## src/rtl/gpr_wb_pkg.sv

```systemverilog
// gpr_wb_pkg: shared widths and types for the GPR writeback arbiter and its scoreboard.
package gpr_wb_pkg;
    localparam int XLEN = 64;
    localparam int AW   = 5;
    localparam int NREG = 32;

    typedef struct packed {
        logic [AW-1:0]   rd;
        logic [XLEN-1:0] data;
    } wb_req_t;

    typedef logic [NREG-1:0] pend_vec_t;
endpackage

```

## src/rtl/gpr_scoreboard.sv

```systemverilog
// gpr_scoreboard: pending-write vector; issue sets a bit, the write-port cycle clears it, set wins on collision.
module gpr_scoreboard
    import gpr_wb_pkg::*;
(
    input  logic          clk,
    input  logic          reset,
    input  logic          issue_valid,
    input  logic [AW-1:0] issue_rd,
    output logic          issue_ready,
    input  logic          clr_en,
    input  logic [AW-1:0] clr_rd,
    input  logic [AW-1:0] q_rs1,
    input  logic [AW-1:0] q_rs2,
    output logic          busy1,
    output logic          busy2
);
    pend_vec_t pending, set_mask, clr_mask;

    // A register whose write is on the port this cycle is free to be reissued.
    always_comb begin
        clr_mask = '0;
        set_mask = '0;
        if (clr_en) clr_mask[clr_rd] = 1'b1;
        issue_ready = issue_rd == '0 || !pending[issue_rd] || clr_mask[issue_rd];
        if (issue_valid && issue_ready && issue_rd != '0) set_mask[issue_rd] = 1'b1;
        busy1 = q_rs1 != '0 && pending[q_rs1];
        busy2 = q_rs2 != '0 && pending[q_rs2];
    end

    // Clear first, then set, so a same-edge reissue keeps the bit.
    always_ff @(posedge clk) begin
        if (reset) pending <= '0;
        else pending <= (pending & ~clr_mask) | set_mask;
    end
endmodule

```

## src/rtl/gpr_wb_arbiter.sv

```systemverilog
// gpr_wb_arbiter: EX/LS writeback arbitration with starvation guard, registered RF write port, RAW scoreboard.
// Build option GPR_WB_BYPASS_EN adds forwarding of the in-flight write to the query ports.
module gpr_wb_arbiter
    import gpr_wb_pkg::*;
#(
    parameter int STARVE_MAX = 4
) (
    input  logic            clk,
    input  logic            reset,
    input  logic            ex_valid,
    output logic            ex_ready,
    input  logic [AW-1:0]   ex_rd,
    input  logic [XLEN-1:0] ex_data,
    input  logic            ls_valid,
    output logic            ls_ready,
    input  logic [AW-1:0]   ls_rd,
    input  logic [XLEN-1:0] ls_data,
    input  logic            issue_valid,
    input  logic [AW-1:0]   issue_rd,
    output logic            issue_ready,
    input  logic [AW-1:0]   q_rs1,
    input  logic [AW-1:0]   q_rs2,
    output logic            q_busy1,
    output logic            q_busy2,
`ifdef GPR_WB_BYPASS_EN
    output logic            q_fwd1,
    output logic            q_fwd2,
    output logic [XLEN-1:0] q_fwd_data,
`endif
    output logic [AW-1:0]   rf_waddr,
    output logic [XLEN-1:0] rf_wdata,
    output logic            rf_wr_n
);
    localparam logic [3:0] SMAX = 4'(STARVE_MAX);

    logic [3:0] starve;
    logic       ex_win, grant, busy1, busy2;
    wb_req_t    req;

    // LS wins unless EX has lost STARVE_MAX times in a row.
    always_comb begin
        ex_win   = ex_valid && (!ls_valid || starve == SMAX);
        ex_ready = !reset && ex_win;
        ls_ready = !reset && ls_valid && !ex_win;
        grant    = ex_ready || ls_ready;
        req.rd   = ex_win ? ex_rd : ls_rd;
        req.data = ex_win ? ex_data : ls_data;
    end

    // Count consecutive EX losses, saturating; any EX grant or idle EX clears.
    always_ff @(posedge clk) begin
        if (reset || !ex_valid || ex_ready) starve <= '0;
        else if (ls_valid && starve != SMAX) starve <= starve + 4'd1;
    end

    // Registered write port: one-cycle active-low strobe per granted non-x0 write.
    always_ff @(posedge clk) begin
        if (reset) begin
            rf_wr_n  <= 1'b1;
            rf_waddr <= '0;
            rf_wdata <= '0;
        end else if (grant) begin
            rf_wr_n  <= req.rd == '0;
            rf_waddr <= req.rd;
            rf_wdata <= req.data;
        end else begin
            rf_wr_n  <= 1'b1;
        end
    end

    gpr_scoreboard u_sb (
        .clk        (clk),
        .reset      (reset),
        .issue_valid(issue_valid),
        .issue_rd   (issue_rd),
        .issue_ready(issue_ready),
        .clr_en     (!rf_wr_n),
        .clr_rd     (rf_waddr),
        .q_rs1      (q_rs1),
        .q_rs2      (q_rs2),
        .busy1      (busy1),
        .busy2      (busy2)
    );

`ifdef GPR_WB_BYPASS_EN
    assign q_fwd1     = !rf_wr_n && rf_waddr == q_rs1 && q_rs1 != '0;
    assign q_fwd2     = !rf_wr_n && rf_waddr == q_rs2 && q_rs2 != '0;
    assign q_fwd_data = rf_wdata;
    assign q_busy1    = busy1 && !q_fwd1;
    assign q_busy2    = busy2 && !q_fwd2;
`else
    assign q_busy1    = busy1;
    assign q_busy2    = busy2;
`endif
endmodule

```

## config.mk

```make
export PLATFORM = sky130hd
export DESIGN_NAME = gpr_wb_arbiter
export DESIGN_NICKNAME = d
export VERILOG_FILES = /design/src/rtl/gpr_wb_pkg.sv /design/src/rtl/gpr_scoreboard.sv /design/src/rtl/gpr_wb_arbiter.sv
export SDC_FILE = /design/constraint.sdc
export NUM_CORES = 1
export LEC_CHECK = 0
export BUFFER_PORTS_ARGS = -buffer_cell sky130_fd_sc_hd__buf_4
export CAP_MARGIN = 20
export CORE_MARGIN = 1
export CORE_UTILIZATION = 50
export CTS_CLUSTER_SIZE = 16
export DETAILED_ROUTE_END_ITERATION = 16
export HOLD_SLACK_MARGIN = 0.15
export PLACE_DENSITY = 0.95
export SLEW_MARGIN = 20
export SYNTH_ARGS = -nofsm -noshare
export SYNTH_HDL_FRONTEND = slang
export SYNTH_SLANG_ARGS = --single-unit
```

## constraint.sdc

```tcl
create_clock -name clk -period 9.9 [get_ports clk]
set_clock_uncertainty 0.2 [all_clocks]
set_input_delay 2.475 -clock clk [delete_from_list [all_inputs] [get_ports clk]]
set_output_delay 2.475 -clock clk [all_outputs]
set_load 0.01 [all_outputs]
```

Word-level counts from Yosys, hierarchy flattened
Cells that the tools add are included.
{"block": "classes", "n_div": 0, "muxes": 16, "n_addsub": 1, "eq_ne": 2, "shifts": 0, "reduce_logical": 28, "order_cmp": 6, "mul": 0, "bitwise": 4}
{"operator": "$mux W32", "n": 2}
{"operator": "$mux W64", "n": 1}
{"operator": "$and A32 B32 Y32", "n": 1}
{"operator": "$not A32 Y32", "n": 1}
{"operator": "$or A32 B32 Y32", "n": 1}
{"operator": "$lt A5 B6 Y1 const B", "n": 4}
{"operator": "$bmux W1 S5", "n": 4}
{"operator": "$reduce_bool A5 Y1", "n": 3}
{"operator": "$logic_and A1 B1 Y1", "n": 11}
{"operator": "$demux W1 S5", "n": 2}
{"operator": "$ge A5 B1 Y1 const B", "n": 2}
{"operator": "$logic_not A5 Y1", "n": 2}
{"operator": "$logic_or A1 B1 Y1", "n": 6}
{"operator": "$mux W1", "n": 6}
{"operator": "$logic_not A1 Y1", "n": 5}
{"operator": "$mux W5", "n": 1}
{"operator": "$add A4 B1 Y4 const B", "n": 1}
{"operator": "$eq A4 B3 Y1 const B", "n": 1}
{"operator": "$ne A4 B3 Y1 const B", "n": 1}
{"operator": "$reduce_or A2 Y1", "n": 1}
{"operator": "$not A1 Y1", "n": 1}
{"block": "word_totals", "output_inout_bits": 75, "register_bits": 106, "in_bits": 158, "mem_bits_ro": 0, "ramBits": 0, "latch_bits": 0, "mem_count": 0}

Logic depth before layout (Yosys ltp)
{"block": "logic_depth", "word_depth": 12, "mapped_depth": 9, "mapped_depth_nobuf": 6}

Cells and area by module
From an unflattened synthesis, not the netlist that was laid out.
{"block": "hier_totals", "cells_unflattened": 707, "area_unflattened_um2": 6252.2}
{"mod": "gpr_wb_arbiter", "cells_each": 438, "n_inst": 1, "area_per_inst_um2": 3723.6, "seq_area_each_um2": 1481.4}
{"mod": "gpr_scoreboard", "cells_each": 269, "n_inst": 1, "area_per_inst_um2": 2528.7, "seq_area_each_um2": 640.6}

Worst setup path before layout
No wires, ideal clock.
{"block": "synth_timing", "path_type": "input to output", "from": "input q_rs1[0]", "to": "output q_busy1", "arrival_ns": 4.194, "setup_slack_ns": 3.031, "stages": 4, "required_time_ns": 7.225, "cell_sequence": "clkbuf_1 > mux4_2 > mux4_2 > mux2_2"}
{"block": "synth_via", "elab_chain_len": 3}
{"element": "from (decl)", "line": "gpr_wb_arbiter.sv:21", "text": "input logic [AW-1:0] q_rs1,"}
{"element": "$bmux W1 S5", "line": "gpr_scoreboard.sv:26", "text": "busy1 = q_rs1 != '0 && pending[q_rs1];"}
{"element": "$mux W1 (not written as such)", "line": "gpr_scoreboard.sv:26"}
{"element": "$logic_and A1 B1 Y1 *", "line": "gpr_scoreboard.sv:26"}
{"element": "to (decl)", "line": "gpr_wb_arbiter.sv:23", "text": "output logic q_busy1,"}
Mark *: on every way between the ends. The rest lies on a longest branch, timed or not. The select of a mux whose other input is x is not followed.

Worst setup path after layout
{"block": "layout_timing", "from": "input issue_rd[0]", "to": "output issue_ready"}
{"block": "layout_via", "elab_chain_len": 5}
{"element": "from (decl)", "line": "gpr_wb_arbiter.sv:19", "text": "input logic [AW-1:0] issue_rd,"}
{"element": "$bmux W1 S5", "line": "gpr_scoreboard.sv:24", "text": "issue_ready = issue_rd == '0 || !pending[issue_rd] || clr_mask[issue_rd];"}
{"element": "$mux W1 (not written as such)", "line": "gpr_scoreboard.sv:24"}
{"element": "$logic_not A1 Y1", "line": "gpr_scoreboard.sv:24"}
{"element": "$logic_or A1 B1 Y1", "line": "gpr_scoreboard.sv:24"}
{"element": "$logic_or A1 B1 Y1 *", "line": "gpr_scoreboard.sv:24"}
{"element": "to (decl)", "line": "gpr_wb_arbiter.sv:20", "text": "output logic issue_ready,"}
Marked as above.

==> results.md <==
- Drt via density: 5.82
- Area delta synth->final: 35.0%
- Worst slew pin tran: 1.03 ns
- Yosys reg bits: ~110
- TritonCTS clock tree: done
- Initial antenna violation count: 0
- Delay-heaviest family, CP: buffers and inverters
- Post-CTS Hold Fix Bufs: 0
- Period utilization: between 70% and 80%
- Most common cell in the netlist: dfxtp_1
- Max-slew violations: 0
- Async SR Flop Fraction: 0%
- Cell Int Power: ~670 uW
- Leakage Power: 0.00311 uW
- Final WL: 17.7 mm
- Clock transition at the registers of the reported paths: between 0.1 and 0.15 ns
- DRT Pass-1 Iters: 5
- Sequential Power Share: 49.6%
- Post-synthesis sequential area ratio: about 38%
- Setup bufs post-CTS: 0
- Max cap viols: 0
- DRT iter0 DRCs: between 300 and 400
- PwrDens: 125 mW/mm^2
- Gr usage total: 30.9%
- CP max stage cell: mux4_2
- Post-Syn Instances: 592
- Clk pwr share: 28.0%
- Switching Fraction: 29.8%
- Reg2Reg Setup Slack: 6.94 ns
- Highest clock rate: 140 MHz
- Die area: around 0.012 mm^2
- Initial core utilization: 51.4%
- First-pass GRT wire length: approximately 27 mm
- Logic pwr share: 22.4%
- Die Span Y: around 110 um
- Reg-to-Reg Start: starve[0]$_SDFFE_PP0P_
- Port buffer count: 232
- DRC: 0
- R2R Path End: rf_wdata[45]$_SDFFE_PP0N_
- CTS root buffer: clkbuf_8
- Worst-path fanout max: 22
- # rows: 38
- Fin nets: 947
- Ports: 233
- Hold path startpoint: u_sb.pending[0]$_SDFF_PP0_
- Clk buf depth: 2
- Setup CP Type: in -> out
- Crit path launch type: primary input
- TritonCTS buffer count: 9
- Syn nets: 752
- DP Wirelength: 13.6 mm
- Final Util: 69.4%
- H-tree Lvls: 3
- Cell mode on critical path: buf_4
- Final hold vios: 0
- Final antenna-violating net count: 0
- Avg Inst Size Synth: 9.46 um^2
- Via count: 5422
- Sequential cell area: about 0.0021 mm^2
- Reg2reg path depth: 7
- CP Data Arrival Time: approximately 4.5 ns
- Number of enable flip-flop cells after synthesis: 0
- Outcome: finished clean
- P_sw: approximately 280 uW
- Layout cell share with drive strength beyond 1: 36.2%
- GP Congestion: approximately 0.93
- Largest net degree at the start of global routing: 112
- Number of global-route vias before repair: 5141
- Post-synth top cells: dfxtp_1 (106), nor2_1 (82), mux2i_1 (73)
- Hold EP: u_sb.pending[0]$_SDFF_PP0_
- Gr ovfl total: 0
- Overall die width: 108 um
- Final min period: 7.17 ns
- Post-synth top area share: 37.9%
- RSZ-0062 raised after global routing: false
- Layout fillers: 840
- Core area: roughly 0.011 mm^2
- WL/cell: 19.0 um
- Top FF cell, synth: dfxtp_1
- Worst path buffer plus inverter count: 4
- Footprint of the multi-input gates: 0.00328 mm^2
- Total power: 949 uW
- Setup TNS: 0 ns
- Distinct cells, synth: 41
- Area leader, netlist: dfxtp_1
- Clock sink count: 106
- Critical Path Sink Type: output pin
- CP required: 7.23 ns
- Worst VDD drop: about 0.083 mV
- Type of the most critical hold path: reg -> reg
- Fin Hold WS: between 0.2 and 0.3 ns
- Crit path cell chain: buf_4, mux4_2, and3_1, o31a_1, nor4_2, nor3_2, buf_4, inv_2, buf_4
- PostCTS Resize Cnt: 0
- Relative slew slack: 31.5%
- Hold path depth: 2
- Slowest cell delay on critical path: 0.53 ns
- ANT cells: 0
- Top area cells in the synthesized netlist: dfxtp_1 (38%), mux2i_1 (13%), a211oi_1 (9.4%)
- Ys Warns: 0
- Mapped cell area: 0.00560 mm^2
- Worst-Skew Late Latency: ~0.37 ns
- Final setup vio count: 0
-- layout make-up --
cell class                 instances  share of cell area, %
multi-input combinational        429                   43.3
sequential                       106                   28.1
timing repair buffer             236                   23.4
tap                              140                   2.32
clock buffer                      10                   1.82
clock inverter                     6                  0.761
inverter                           5                  0.248
-- power groups by stage --
| stage | clock (uW) | sequential, uW | combinational [uW] |
|---|---|---|---|
| global route | 287 | 473 | 228 |
| floorplan | 0 | 483 | 96.8 |
| finish | 266 | 470 | 213 |
| global placement | 0 | 478 | 208 |
| CTS | 268 | 470 | 212 |
| detailed placement | 0 | 479 | 212 |
-- flip-flops by register name (all words and copies together) (netlist names) --
name,cells
rf_wdata,64
u_sb.pending,32
rf_waddr,5
starve,4
rf_wr_n,1
-- worst min-delay path: cells and delay by family (launching register included) --
| kind | cells | cell delay [ns] |
|---|---|---|
| DFF | 1 | 0.33 |
| and+or+nand+nor | 1 | 0.07 |
| AOI/OAI and AO/OA | 1 | 0.04 |
-- layout by cell type, fill, tap and decap left out, types with 2 or more instances in the layout --
cell type    n
a211oi_1    70
buf_4      236
clkbuf_8    10
clkinv_4     3
dfxtp_1    106
ha_1         2
inv_1        4
inv_8        2
mux2_2       7
mux2i_1     73
mux4_2      22
nand2_1     27
nand2b_1     5
nand3_1      7
nand3b_1    23
nor2_1      81
nor2b_1     22
nor3_1       7
nor3b_1      6
o21ai_0     19
o31ai_1     31
or3_1        3
xnor2_1      4
xor2_1       3
-- worst max-delay path by stage --
| stage | to | depth (start not counted) | slack, ns | from |
|---|---|---|---|---|
| floorplan | q_busy1 | 4 | 3.03 | q_rs1[0] |
| global placement | issue_ready | 9 | 2.76 | issue_rd[0] |
| detailed placement | issue_ready | 9 | 2.74 | issue_rd[0] |
| CTS | issue_ready | 9 | 2.74 | issue_rd[0] |
| global route | issue_ready | 9 | 2.64 | issue_rd[0] |
| finish | issue_ready | 9 | 2.73 | issue_rd[0] |
-- metal layers --
metal	GRT usage [%]	vias to the layer above	part of all wire [%]
li1	-	2587	-
met5	0	-	0
met2	53.2	271	51
met1	37.6	2523	39
met4	11.8	0	3.0
met3	6.66	41	7.7
-- cells by family (layout without fill, tap and decap cells) --
kind of cell / count (synthesis) / after routing / share of synthesized area [%]
AND/OR/NAND/NOR: 191 / 191 / 17.0
XOR/XNOR: 7 / 7 / 1.09
multiplexers: 102 / 102 / 23.3
buffers and inverters: 57 / 257 / 4.04
adder cells (fa/ha/maj): 2 / 2 / 0.447
flip-flops: 106 / 106 / 37.9
AO/OA/AOI/OAI: 127 / 127 / 16.2
-- metrics by stage --
step / instance area (um^2) / setup slack, ns / std cells
after global routing: 7560 / 2.64 / 932
after detailed placement: 7360 / 2.74 / 916
after floorplan: 5600 / 3.03 / 592
after global placement: 7360 / 2.76 / 916
after CTS: 7560 / 2.74 / 932
final: 7560 / 2.73 / 932
No activity file was read; power rests on OpenSTA's default activity.
